===== src/rtl/stream_rr_arbiter.sv =====
// stream_rr_arbiter: packet-locked round-robin merge of N_SRC valid/ready byte streams into one registered output stream
module stream_rr_arbiter #(
  parameter int N_SRC        = 4,
  parameter int T_DATA_WIDTH = 8,
  parameter int T_ID_WIDTH   = $clog2(N_SRC)
) (
  input  logic                          clk,
  input  logic                          rst,
  input  logic [N_SRC*T_DATA_WIDTH-1:0] s_data,
  input  logic [N_SRC-1:0]              s_valid,
  input  logic [N_SRC-1:0]              s_last,
  output logic [N_SRC-1:0]              s_ready,
  output logic [T_DATA_WIDTH-1:0]       m_data,
  output logic                          m_valid,
  output logic                          m_last,
  output logic [T_ID_WIDTH-1:0]         m_id,
  input  logic                          m_ready,
  output logic                          busy
);
  typedef enum logic {IDLE, LOCK} state_t;
  state_t state_q, state_d;
  logic [T_ID_WIDTH-1:0] rr_ptr_q, rr_ptr_d, grant_q, grant_d, m_id_q, m_id_d, pick;
  logic [T_DATA_WIDTH-1:0] m_data_q, m_data_d, sel_data;
  logic m_valid_q, m_valid_d, m_last_q, m_last_d, xfer, last_beat;
  // Descending scan so the requester closest to rr_ptr (in wrap order) wins.
  always_comb begin
    pick = rr_ptr_q;
    sel_data = '0;
    for (int k = N_SRC - 1; k >= 0; k--)
      if (s_valid[T_ID_WIDTH'((int'(rr_ptr_q) + k) % N_SRC)]) pick = T_ID_WIDTH'((int'(rr_ptr_q) + k) % N_SRC);
    for (int i = 0; i < N_SRC; i++)
      if (grant_q == T_ID_WIDTH'(i)) sel_data = s_data[i*T_DATA_WIDTH +: T_DATA_WIDTH];
  end
  assign s_ready   = (state_q == LOCK) ? (N_SRC'(1) << grant_q) & {N_SRC{~m_valid_q | m_ready}} : '0;
  assign xfer      = |(s_valid & s_ready);
  assign last_beat = s_last[grant_q];
  always_comb begin
    m_valid_d = xfer | (m_valid_q & ~m_ready);
    m_data_d  = xfer ? sel_data : m_data_q;
    m_last_d  = xfer ? last_beat : m_last_q;
    m_id_d    = xfer ? grant_q : m_id_q;
    grant_d   = (state_q == IDLE && |s_valid) ? pick : grant_q;
    state_d   = (state_q == IDLE && |s_valid) ? LOCK : (xfer && last_beat) ? IDLE : state_q;
    rr_ptr_d  = (xfer && last_beat) ? ((grant_q == T_ID_WIDTH'(N_SRC - 1)) ? '0 : grant_q + 1'b1) : rr_ptr_q;
  end
  always_ff @(posedge clk) begin
    if (rst) begin
      state_q   <= IDLE;
      rr_ptr_q  <= '0;
      grant_q   <= '0;
      m_valid_q <= 1'b0;
      m_data_q  <= '0;
      m_last_q  <= 1'b0;
      m_id_q    <= '0;
    end else begin
      state_q   <= state_d;
      rr_ptr_q  <= rr_ptr_d;
      grant_q   <= grant_d;
      m_valid_q <= m_valid_d;
      m_data_q  <= m_data_d;
      m_last_q  <= m_last_d;
      m_id_q    <= m_id_d;
    end
  end
  assign m_valid = m_valid_q;
  assign m_data  = m_data_q;
  assign m_last  = m_last_q;
  assign m_id    = m_id_q;
  assign busy    = state_q == LOCK;
endmodule


===== config.mk =====
export PLATFORM = sky130hd
export DESIGN_NAME = stream_rr_arbiter
export DESIGN_NICKNAME = d
export VERILOG_FILES = /design/src/rtl/stream_rr_arbiter.sv
export SDC_FILE = /design/constraint.sdc
export NUM_CORES = 1
export LEC_CHECK = 0
export ABC_AREA = 1
export CAP_MARGIN = 20
export CELL_PAD_IN_SITES_DETAIL_PLACEMENT = 1
export CELL_PAD_IN_SITES_GLOBAL_PLACEMENT = 1
export CORE_ASPECT_RATIO = 1.4
export CORE_MARGIN = 2
export CORE_UTILIZATION = 25
export CTS_BUF_LIST = sky130_fd_sc_hd__clkbuf_4
export CTS_CLUSTER_SIZE = 30
export DETAILED_ROUTE_END_ITERATION = 8
export HOLD_SLACK_MARGIN = 0.1
export PLACE_DENSITY_LB_ADDON = 0.1
export SYNTH_ARGS = -nofsm -noshare
export SYNTH_HDL_FRONTEND = slang
export SYNTH_SLANG_ARGS = --single-unit

===== constraint.sdc =====
create_clock -name clk -period 1.6 [get_ports clk]
set_input_delay 0.48 -clock clk [delete_from_list [all_inputs] [get_ports clk]]
set_output_delay 0.48 -clock clk [all_outputs]
set_load 0.005 [all_outputs]

Word level (Yosys, flattened, before mapping)
Cells that the tools add are included.
{ "word_totals": {"ff_bits": 17, "in_bits": 43, "out_inout_bits": 17, "wordCells": 60} }
{ "classes": {"n_addsub": 4, "n_lt_le_gt_ge": 5, "eq_ne": 3, "shifts": 1, "muxes": 26, "bitwise_logic": 8, "reduce_logical": 6} }
{ "op_table": {"columns": ["cell", "count"], "rows": [
  ["$mux W8", 4],
  ["$lt A2 B4 Y1 const B", 4],
  ["$mux W1", 11],
  ["$bmux W1 S2", 5],
  ["$mux W2", 5],
  ["$and A4 B4 Y4", 2],
  ["$reduce_or A4 Y1", 2],
  ["$add A2 B1 Y2 const B", 2],
  ["$add A2 B2 Y2 const B", 2],
  ["$eq A2 B2 Y1 const B", 2],
  ["$mux W4", 1],
  ["$shl A1 B2 Y4 const A", 1],
  ["$lt A2 B3 Y1 const B", 1],
  ["$not A1 Y1", 3],
  ["$eq A2 B1 Y1 const B", 1],
  ["$logic_and A1 B1 Y1", 2],
  ["$logic_not A2 Y1", 1],
  ["$or A1 B1 Y1", 2],
  ["$reduce_bool A2 Y1", 1],
  ["$and A1 B1 Y1", 1]
]} }

Depth between registers and ports, before layout
{ "logic_depth": {"depth_word": 9, "ltp_mapped": 12, "ltp_nobuf": 11} }

Least setup slack after synthesis
Ideal clock, no wire load.
{ "synth_timing": {"path_type": "reg-to-output", "from": "register grant_q[0]", "to": "output port s_ready[3]", "arrival_ps": 1191, "required_ps": 1120, "setup_slack_ps": -71, "stages_incl_launch_ff": 5, "path_buffers": 1, "cell_sequence": "dfxtp_1 > ha_1 > clkbuf_1 > inv_1 > nor2_1"} }
{ "synth_between": {"elab_chain_len": 3} }
{ "synth_rtl": {"columns": ["element", "line", "source"], "rows": [
  ["start, declared", "22", "logic [T_ID_WIDTH-1:0] rr_ptr_q, rr_ptr_d, grant_q, grant_d, m_id_q, m_id_d, pick;"],
  ["start signal, assigned", "58", "grant_q <= grant_d;"],
  ["$shl A1 B2 Y4", "34", "assign s_ready = (state_q == LOCK) ? (N_SRC'(1) << grant_q) & {N_SRC{~m_valid_q | m_ready}} : '0;"],
  ["$and A4 B4 Y4", "34", null],
  ["$mux W4", "34", null],
  ["end, declared", "12", "output logic [N_SRC-1:0] s_ready,"]
]} }
No other way between the ends.

Worst setup path after layout
{ "layout_timing": {"from": "register grant_q[0]", "to": "output port s_ready[2]"} }
Same word-level chain as after synthesis.

==> impl_metrics.csv <==
group,metric,value,unit
grt,grt_pass1_wl,7879,um
floorplanning,initial_core_util,25.97,%
outcome,status,"complete, but fails checks",
clock_tree,htree_num_levels,1,
sta,skew,10.27,ps
grt,grt_pass1_vias,1688,
sta,rsz0062_at_grt,"yes",
synth,synth_edf_count,0,
clock_tree,ctsRootBufferMaster,"clkbuf_4",
floorplanning,chipWidth,63.94,um
synth,synth_cells,192,
clock_tree,cts_tree,"done",
worst_hold_path,hp-class,"register to register",
power,ir_drop,389.6,uV
power,powerDensity,785.0,nW/um^2
final_layout,nets,333,
sta,post-route-period-util,107.0,%
synth,synth_top_area_share,27.06,%
clock_tree,cts_sinks,17,
place,numPortBuffers,59,
outcome,violations,"setup timing",
critical_path,critPathSlowestCell,"dfxtp_4",
synth,syn-num-nets,239,
synth,synth_common_cells,"nand2_1, o21ai_0, dfxtp_1, inv_1, a21oi_1",
final_layout,drive_above_1_share,41.05,%
worst_hold_path,worstHoldStart,"m_last",
final_layout,final_cells,349,
grt,antenna_found_initial,0,
clock_tree,cts_buffer_depth,2,
critical_path,r2r-end,"m_data[0]",
clock_tree,clk_pin_slew,90,ps
final_layout,area_growth,91.94,%
synth,netlist_top_cells_area,"dfxtp_1, nand2_1, o21ai_0",
flow_run,max_cap_viol_count,0,
power,total_power,0.001895,W
place,dp_slack,-790.2,ps
detailed_routing,wl,4889,um
critical_path,crit_required,1120,ps
place,dp_hpwl,3666,um
power,p_leak,1.082,nW
worst_hold_path,min_delay_path_depth,2,
sta,maxSlewViolCount,0,
grt,grt_start_max_net_pins,15,
critical_path,crit_chain,"inv_4 > buf_12 > ha_4 > inv_4 > nor2_1 > buf_2",
synth,synth_seq_area_share,27.06,%
sta,fmax,0.5840,GHz
synth,yosysWarnings,0,
synth,synth.distinct_cells,25,
critical_path,cp_common_cell,"inv_4",
critical_path,cp-end-kind,"primary output",
detailed_routing,vias_per_cell,4.613,
detailed_routing,first_iter_violations,44,
floorplanning,die_y,87.92,um
detailed_routing,drc,0,
critical_path,cp_data_arrival_time,1230,ps
clock_tree,numCtsBuffers,3,
sta,hold_violations,0,
grt,track_usage,17.99,%
worst_hold_path,holdPathEnd,"m_last",
critical_path,crit_type,"register to primary output",
critical_path,rr_startpoint,"grant_q[0]",
detailed_routing,dr.pass1.iters,4,
floorplanning,ioPinCount,60,
sta,min_period,1712,ps
detailed_routing,drtAntennaViolNets,0,
place,globalplace.congestion,0.7117,
critical_path,max_stage_delay,390,ps
critical_path,regToRegSetupSlack,-70,ps
synth,netlist_area,1257,sq um
synth,ys.flop_type,"dfxtp_1",
critical_path,cp-start-kind,"register",
final_layout,final_core_util,49.85,%
synth,avgSynthCellArea,6.549,sq um
floorplanning,fp-row-count,30,
critical_path,critPathMaxFanout,4,
floorplanning,dieArea,5621,sq um
clock_tree,clock_latency,300,ps
synth,ys_ff_latch,17,
floorplanning,core_area,4842,sq um
place,dp.cells,332,
synth,synthArstFlopShare,0,%
synth,yosysMostFrequentCell,"nand2_1",
final_layout,n_antenna_cell,0,
synth,yosys.area.top_type,"dfxtp_1",
sta,setup_viol,17,
sta,slew_headroom,67.05,%
detailed_routing,detail_route.wl_per_cell,14.01,um
sta,tightest_slew,493.8,ps
sta,fin_ws,-112.3,ps
grt,gr-total-overflow,0,
critical_path,rr_worst_depth,11,
detailed_routing,vias,1610,
==> critical path, delay by kind of cell, from the launching register on <==
family / cells / cell delay, ps
and+or+nand+nor: 1 / 40
buffers and inverters: 4 / 340
DFF: 1 / 390
adders and majority gates: 1 / 170
==> registers in the layout, summed over array words and instances (netlist names) <==
name / flops
rr_ptr_q: 2
busy: 1
m_valid: 1
m_last: 1
m_data: 8
m_id: 2
grant_q: 2
==> worst max-delay path by stage <==
stage	slack (ps)	end	startpoint
detailed placement	-790	s_ready[3]	m_ready
floorplan	70	s_ready[3]	grant_q[0]
global route	-180	s_ready[2]	grant_q[0]
CTS	-140	s_ready[2]	grant_q[0]
finish	-110	s_ready[2]	grant_q[0]
global placement	-780	s_ready[2]	m_ready
==> layout by cell type, fill, tap and decap left out, types with 3 or more instances in the layout <==
master and count:
nand2_1 53, clkdlybuf4s50_1 37, buf_4 27, dlygate4sd2_1 14, dfxtp_2 13, a21oi_2 12
nand3_1 11, inv_1 9, o21ai_0 9, inv_2 8, nor2_1 7, o21ai_2 7
a21oi_1 7, nand2_2 7, buf_6 6, o21ai_1 5, mux2i_1 5, inv_4 4
nor2_4 4, ha_4 4, buf_2 4, a22oi_1 3, clkbuf_4 3, dlymetal6s2s_1 3
==> final cells by class <==
class | count | area (sq um)
timing repair buffer | 95 | 880.8
fill | 607 | 2429
tap | 64 | 80.08
sequential | 17 | 364.1
timing repair inverter | 1 | 6.256
inverter | 21 | 93.84
clock buffer | 3 | 22.52
multi-input combinational | 147 | 960.9
clock inverter | 1 | 5.005
==> stage by stage <==
stage | hold WS [ps] | setup TNS (ps) | cell area, sq um
final | 469.1 | -811.5 | 2414
after floorplan | 459.9 | 0 | 1259
after detailed placement | 470.1 | -8142 | 2062
after global routing | 483.7 | -1909 | 2414
after CTS | 478.1 | -394.7 | 2226
after global placement | 463.1 | -7845 | 2062
==> where the power goes <==
part	switching [W]	total (W)	internal (W)
combinational	0.000549	0.00111	0.000560
clock	0.000139	0.000232	0.0000931
sequential	0.0000600	0.000554	0.000494
total	0.000748	0.00189	0.00115
==> layer usage <==
layer / up-vias / share of wire, % / GRT usage (%)
met5: - / 0 / 0
met3: 4 / 3.7 / 3.599
met4: 0 / 0.55 / 2.964
li1: 817 / - / -
met1: 751 / 37 / 18.55
met2: 38 / 59 / 37.03
==> cell families (layout without fill, tap and decap cells) <==
kind of cell / after synthesis / after routing / synth area share (%)
simple gates: 90 / 90 / 33.53
compound gates: 48 / 48 / 21.29
buf+inv: 28 / 121 / 10.15
flops: 17 / 17 / 27.06
mux: 5 / 5 / 3.980
fa+ha+maj: 4 / 4 / 3.980
==> what timing repair did <==
item / in CTS / in global routing
hold buffers: 0 / 0
gates cloned: 1 / 0
pin swaps: 8 / 14
setup buffers: 7 / 5
endpoints found under the setup margin: 33 / 21
resized for setup: 81 / 46
Note: power is estimated with default switching activity, not from simulation.
==> patch 1: new RTL, config.mk and constraints unchanged <==
The parameter `T_DATA_WIDTH` goes from 8 to 6.
--- a/src/rtl/stream_rr_arbiter.sv
+++ b/src/rtl/stream_rr_arbiter.sv
@@ -2,5 +2,5 @@
 module stream_rr_arbiter #(
   parameter int N_SRC        = 4,
-  parameter int T_DATA_WIDTH = 8,
+  parameter int T_DATA_WIDTH = 6,
   parameter int T_ID_WIDTH   = $clog2(N_SRC)
 ) (
Interface: changed (resized m_data and s_data); port bits go from 60 to 50. The function was not compared with the original's and may differ.
==> patch 1 against the original RTL <==
Largest power group unchanged. Wire length fell by 14%. Critical endpoint is now s_ready[3]. Synthesized area decreased by 12%. Sequential cell count fell by 2. Synthesized cell count shrank 9.4%. Highest routed layer unchanged. Setup slack improved by 4.9 ps. Critical path depth is the same. Design area fell by 17%. Power decreased by 14%. The flow still finishes with violations (negative setup slack).
==> patch 1: results (changes against the original RTL) <==
Post-synth ARST share=0 (unchanged); Layout Skew=2.033 ps (was 10.27 ps); first-pass GRT wire length=6706 um (was 7879 um); Fillers=540 (was 607); Starting DRT DRC Count=30 (was 44); placer congestion estimate=0.7633 (was 0.7117); Inserted Clock Buffers=3 (unchanged); Compound-Gate Fraction of Synth Area=0.1841 (was 0.2129); max reg flops=6 (was 8); Leak=0.0009624 uW (was 0.001082 uW); YS warnings=0 (unchanged); Yosys cell types=20 (was 25); XOR/XNOR Fraction of Synth Area=0 (unchanged); Post-Syn Nets=213 (was 239); Max Fanout on Critical Path=2 (was 4); relative slew slack=0.7587 (was 0.6705); mux cell area share after synthesis=0.05455 (was 0.03980); clk_lat worst skew=300 ps (about the same); Global Route Usage Sum=0.1779 (was 0.1799); CP max-delay cell=dlygate4sd2_1 (was dfxtp_4); max incr delay on CP=260 ps (was 390 ps); largest net degree at the start of global routing=17 (was 15); synth cell count leaders=48 x nand2_1, 24 x inv_1, 19 x a21oi_1, 16 x nand3_1, 15 x dfxtp_1 (was 57 x nand2_1, 21 x o21ai_0, 17 x dfxtp_1, 17 x inv_1, 16 x a21oi_1); dpl hpwl=3331 um (was 3666 um); WL final=4190 um (was 4889 um); vias in the first global route=1492 (was 1688); Setup Buffers After CTS=4 (was 7); antenna violations before repair=0 (unchanged); Final Setup Violations=13 (was 17); IO buf count=49 (was 59); fin nets=287 (was 333); Final WS setup=-107.4 ps (was -112.3 ps); H-tree Lvls=1 (unchanged); post-synthesis sequential area ratio=0.2727 (was 0.2706); Hold WC Path Type=reg2reg (unchanged); share of post-route cells with drive strength above 1=0.3198 (was 0.4105); Post-Synth Adder-Cell Area=0.04545 (was 0.03980); CTS clk-pin slew, worst paths=100 ps; failing checks=negative setup slack (unchanged); Vias per Instance=4.557 (was 4.613); Antenna diodes=0 (unchanged); Peak VDD IR=390.8 uV (was 389.6 uV); CP delay by family, top=buffers and inverters (was flip-flops); main area contributors after synthesis=dfxtp_1 27%, nand2_1 16%, a21oi_1 8.6%, inv_1 8.2%, nand3_1 7.3% (was dfxtp_1 27%, nand2_1 17%, o21ai_0 8.4%, a21oi_1 6.4%, inv_1 5.1%); outcome=finished, violations left (unchanged); post-cts repair resize count=70 (was 81)
==> patch 1: through the flow <==
step	instance area [sq um]	setup WS, ps	setup TNS (ps)	instances	utilization
after global placement	1788	-636.2	-7827	299	0.4218
after floorplan	1102	52.43	0	174	-
after global routing	1996	-167.0	-1766	307	0.4708
after CTS	1926	-130.2	-342.9	307	0.4543
final	1996	-107.4	-481.6	307	0.4708
after detailed placement	1788	-684.3	-8864	299	0.4218
==> patch 1: routing by layer <==
layer	GRT usage	vias up	part of all wire
met2	0.3685	28	0.61
li1	-	706	-
met1	0.1777	661	0.35
met3	0.02492	4	0.025
met4	0.04000	0	0.010
met5	0	-	0
==> patch 1: worst paths after layout <==
| kind | start | end | slack, ps | cells past startpoint |
|---|---|---|---|---|
| worst max-delay path | m_ready | s_ready[3] | -110 | 6 |
| worst min-delay path | m_last | m_last | 480 | 2 |
| worst max register to register | grant_q[1] | m_data[5] | -30 | 9 |
| worst min register to register | m_last | m_last | 480 | 2 |
==> patch 1: power breakdown <==
group	internal (uW)	switching (uW)	leakage [uW]
clock	95.2	149	0.0000139
sequential	440	61.5	0.000128
combinational	451	441	0.000820
==> patch 1: cell type report <==
type | count | area [sq um] | area share
inverter | 27 | 113.9 | 0.05705
clock inverter | 1 | 7.507 | 0.003762
sequential | 15 | 319.1 | 0.1599
multi-input combinational | 127 | 787.0 | 0.3944
tap | 60 | 75.07 | 0.03762
clock buffer | 3 | 22.52 | 0.01129
timing repair buffer | 74 | 670.6 | 0.3361
==> patch 1: kinds of logic after synthesis <==
| family | count (synthesis) |
|---|---|
| AO/OA/AOI/OAI | 37 |
| multiplexers | 6 |
| flip-flops | 15 |
| adder cells (fa/ha/maj) | 4 |
| AND/OR/NAND/NOR | 80 |
| buffers and inverters | 32 |
==> patch 2: new RTL, same flow settings <==
Without the edit above. Take the reset off `m_data_q` and load it in a clocked block of its own.
--- a/src/rtl/stream_rr_arbiter.sv
+++ b/src/rtl/stream_rr_arbiter.sv
@@ -50,5 +50,4 @@
       grant_q   <= '0;
       m_valid_q <= 1'b0;
-      m_data_q  <= '0;
       m_last_q  <= 1'b0;
       m_id_q    <= '0;
@@ -58,8 +57,11 @@
       grant_q   <= grant_d;
       m_valid_q <= m_valid_d;
-      m_data_q  <= m_data_d;
       m_last_q  <= m_last_d;
       m_id_q    <= m_id_d;
     end
+  end
+
+  always_ff @(posedge clk) begin
+    m_data_q <= m_data_d;
   end
   assign m_valid = m_valid_q;
Function: differs if rst is asserted again (counterexample within 4 cycles, from zero or initial values and one cycle with rst high); with rst held inactive, the same outputs for 4 cycles.
==> patch 2 against the original RTL <==
The run still ends with negative setup slack left. Power increased by 1.4%. Clock power up 6%. Sequential power rose by 9.0%. Sequential cell count stayed put. Via count down 5.0%. Synthesized area shrank 1.9%. Sequential share of layout area increased by 3.1 points. Setup slack gained 25 ps. Wire length is 2.6% lower. Design area down 0.67%. First-iteration DRC count is 14% lower. Count of clock-buffer cells in the layout unchanged. Non-clock buffer count rose by 5. Largest power group unchanged. Highest routed layer unchanged.
==> patch 2: results (changes against the original RTL) <==
area-dominant cell class after layout=non-clock buffers (was multi-input gates); Register Area=435.4 sq um (was 364.1 sq um); RR Startpoint=grant_q[1] (was grant_q[0]); Layout Skew=5.975 ps (was 10.27 ps); FF-to-FF path depth=13 (was 11); Area after DPL=2091 sq um (was 2062 sq um); Non-clock buffering overhead=0.3878 (was 0.3650); met3 Usage GRT=0.02587 (was 0.03599); Sw Share=0.3715 (was 0.3946); Final Setup Violations=16 (was 17); relative slew slack=0.7609 (was 0.6705); EDFF count, synth=8 (was 0); dpl hpwl=3646 um (was 3666 um); vias in the first global route=1598 (was 1688); met1 usage=0.1733 (was 0.1855); Arr. time, crit path=1210 ps (was 1230 ps); register-to-register setup slack=-30 ps (was -70 ps); Leak=0.001105 uW (was 0.001082 uW); drt wl/cell=13.88 um (was 14.01 um); smallest hold slack=477.6 ps (was 469.1 ps); outcome=finished, violations left (unchanged); multi-input gates=134 (was 147); ClkCell Share=0.01148 (was 0.01140); Metal-1 WL=1720 um (was 1794 um); Final WS setup=-87.26 ps (was -112.3 ps); Via Count=1530 (was 1610); inverter count=24 (was 22); failing checks=negative setup slack (unchanged); Syn Area/Cell=6.816 sq um (was 6.549 sq um); sequential logic power=604 uW (was 554 uW); met2 WL=2755 um (was 2886 um); Max Fanout on Critical Path=3 (was 4); worst setup path start=grant_q[1] (was grant_q[0]); main area contributors after synthesis=edfxtp_1 19%, dfxtp_1 15%, nand2_1 14%, a21oi_1 7.7%, nor2_1 6.7% (was dfxtp_1 27%, nand2_1 17%, o21ai_0 8.4%, a21oi_1 6.4%, inv_1 5.1%)
-- patch 2: how the worst max path moves through the flow --
stage | endpoint | slack [ps]
finish | s_ready[1] | -90
global route | s_ready[1] | -150
CTS | s_ready[1] | -100
detailed placement | s_ready[0] | -690
global placement | s_ready[1] | -670
floorplan | s_ready[2] | 40
-- patch 2: cells by family (layout without fill, tap and decap cells) --
kind of cell / after synthesis / in the layout / synth area share
simple gates: 90 / 90 / 0.3185
compound gates: 40 / 40 / 0.1947
buf+inv: 30 / 128 / 0.1055
flops: 17 / 17 / 0.3408
fa+ha+maj: 4 / 4 / 0.04057
-- patch 2: timing repair --
action                                  in CTS  in global routing
endpoints found under the setup margin      32                 23
pin swaps                                    5                 11
gates resized for setup                     59                 37
setup buffers                                6                  8
-- patch 2: worst max-delay path, cell delays in order (launching register included) --
cell and delay [ps]:
dfxtp_4 380, inv_4 50, buf_12 110, ha_4 160, inv_2 60, nor2_2 30, buf_2 110
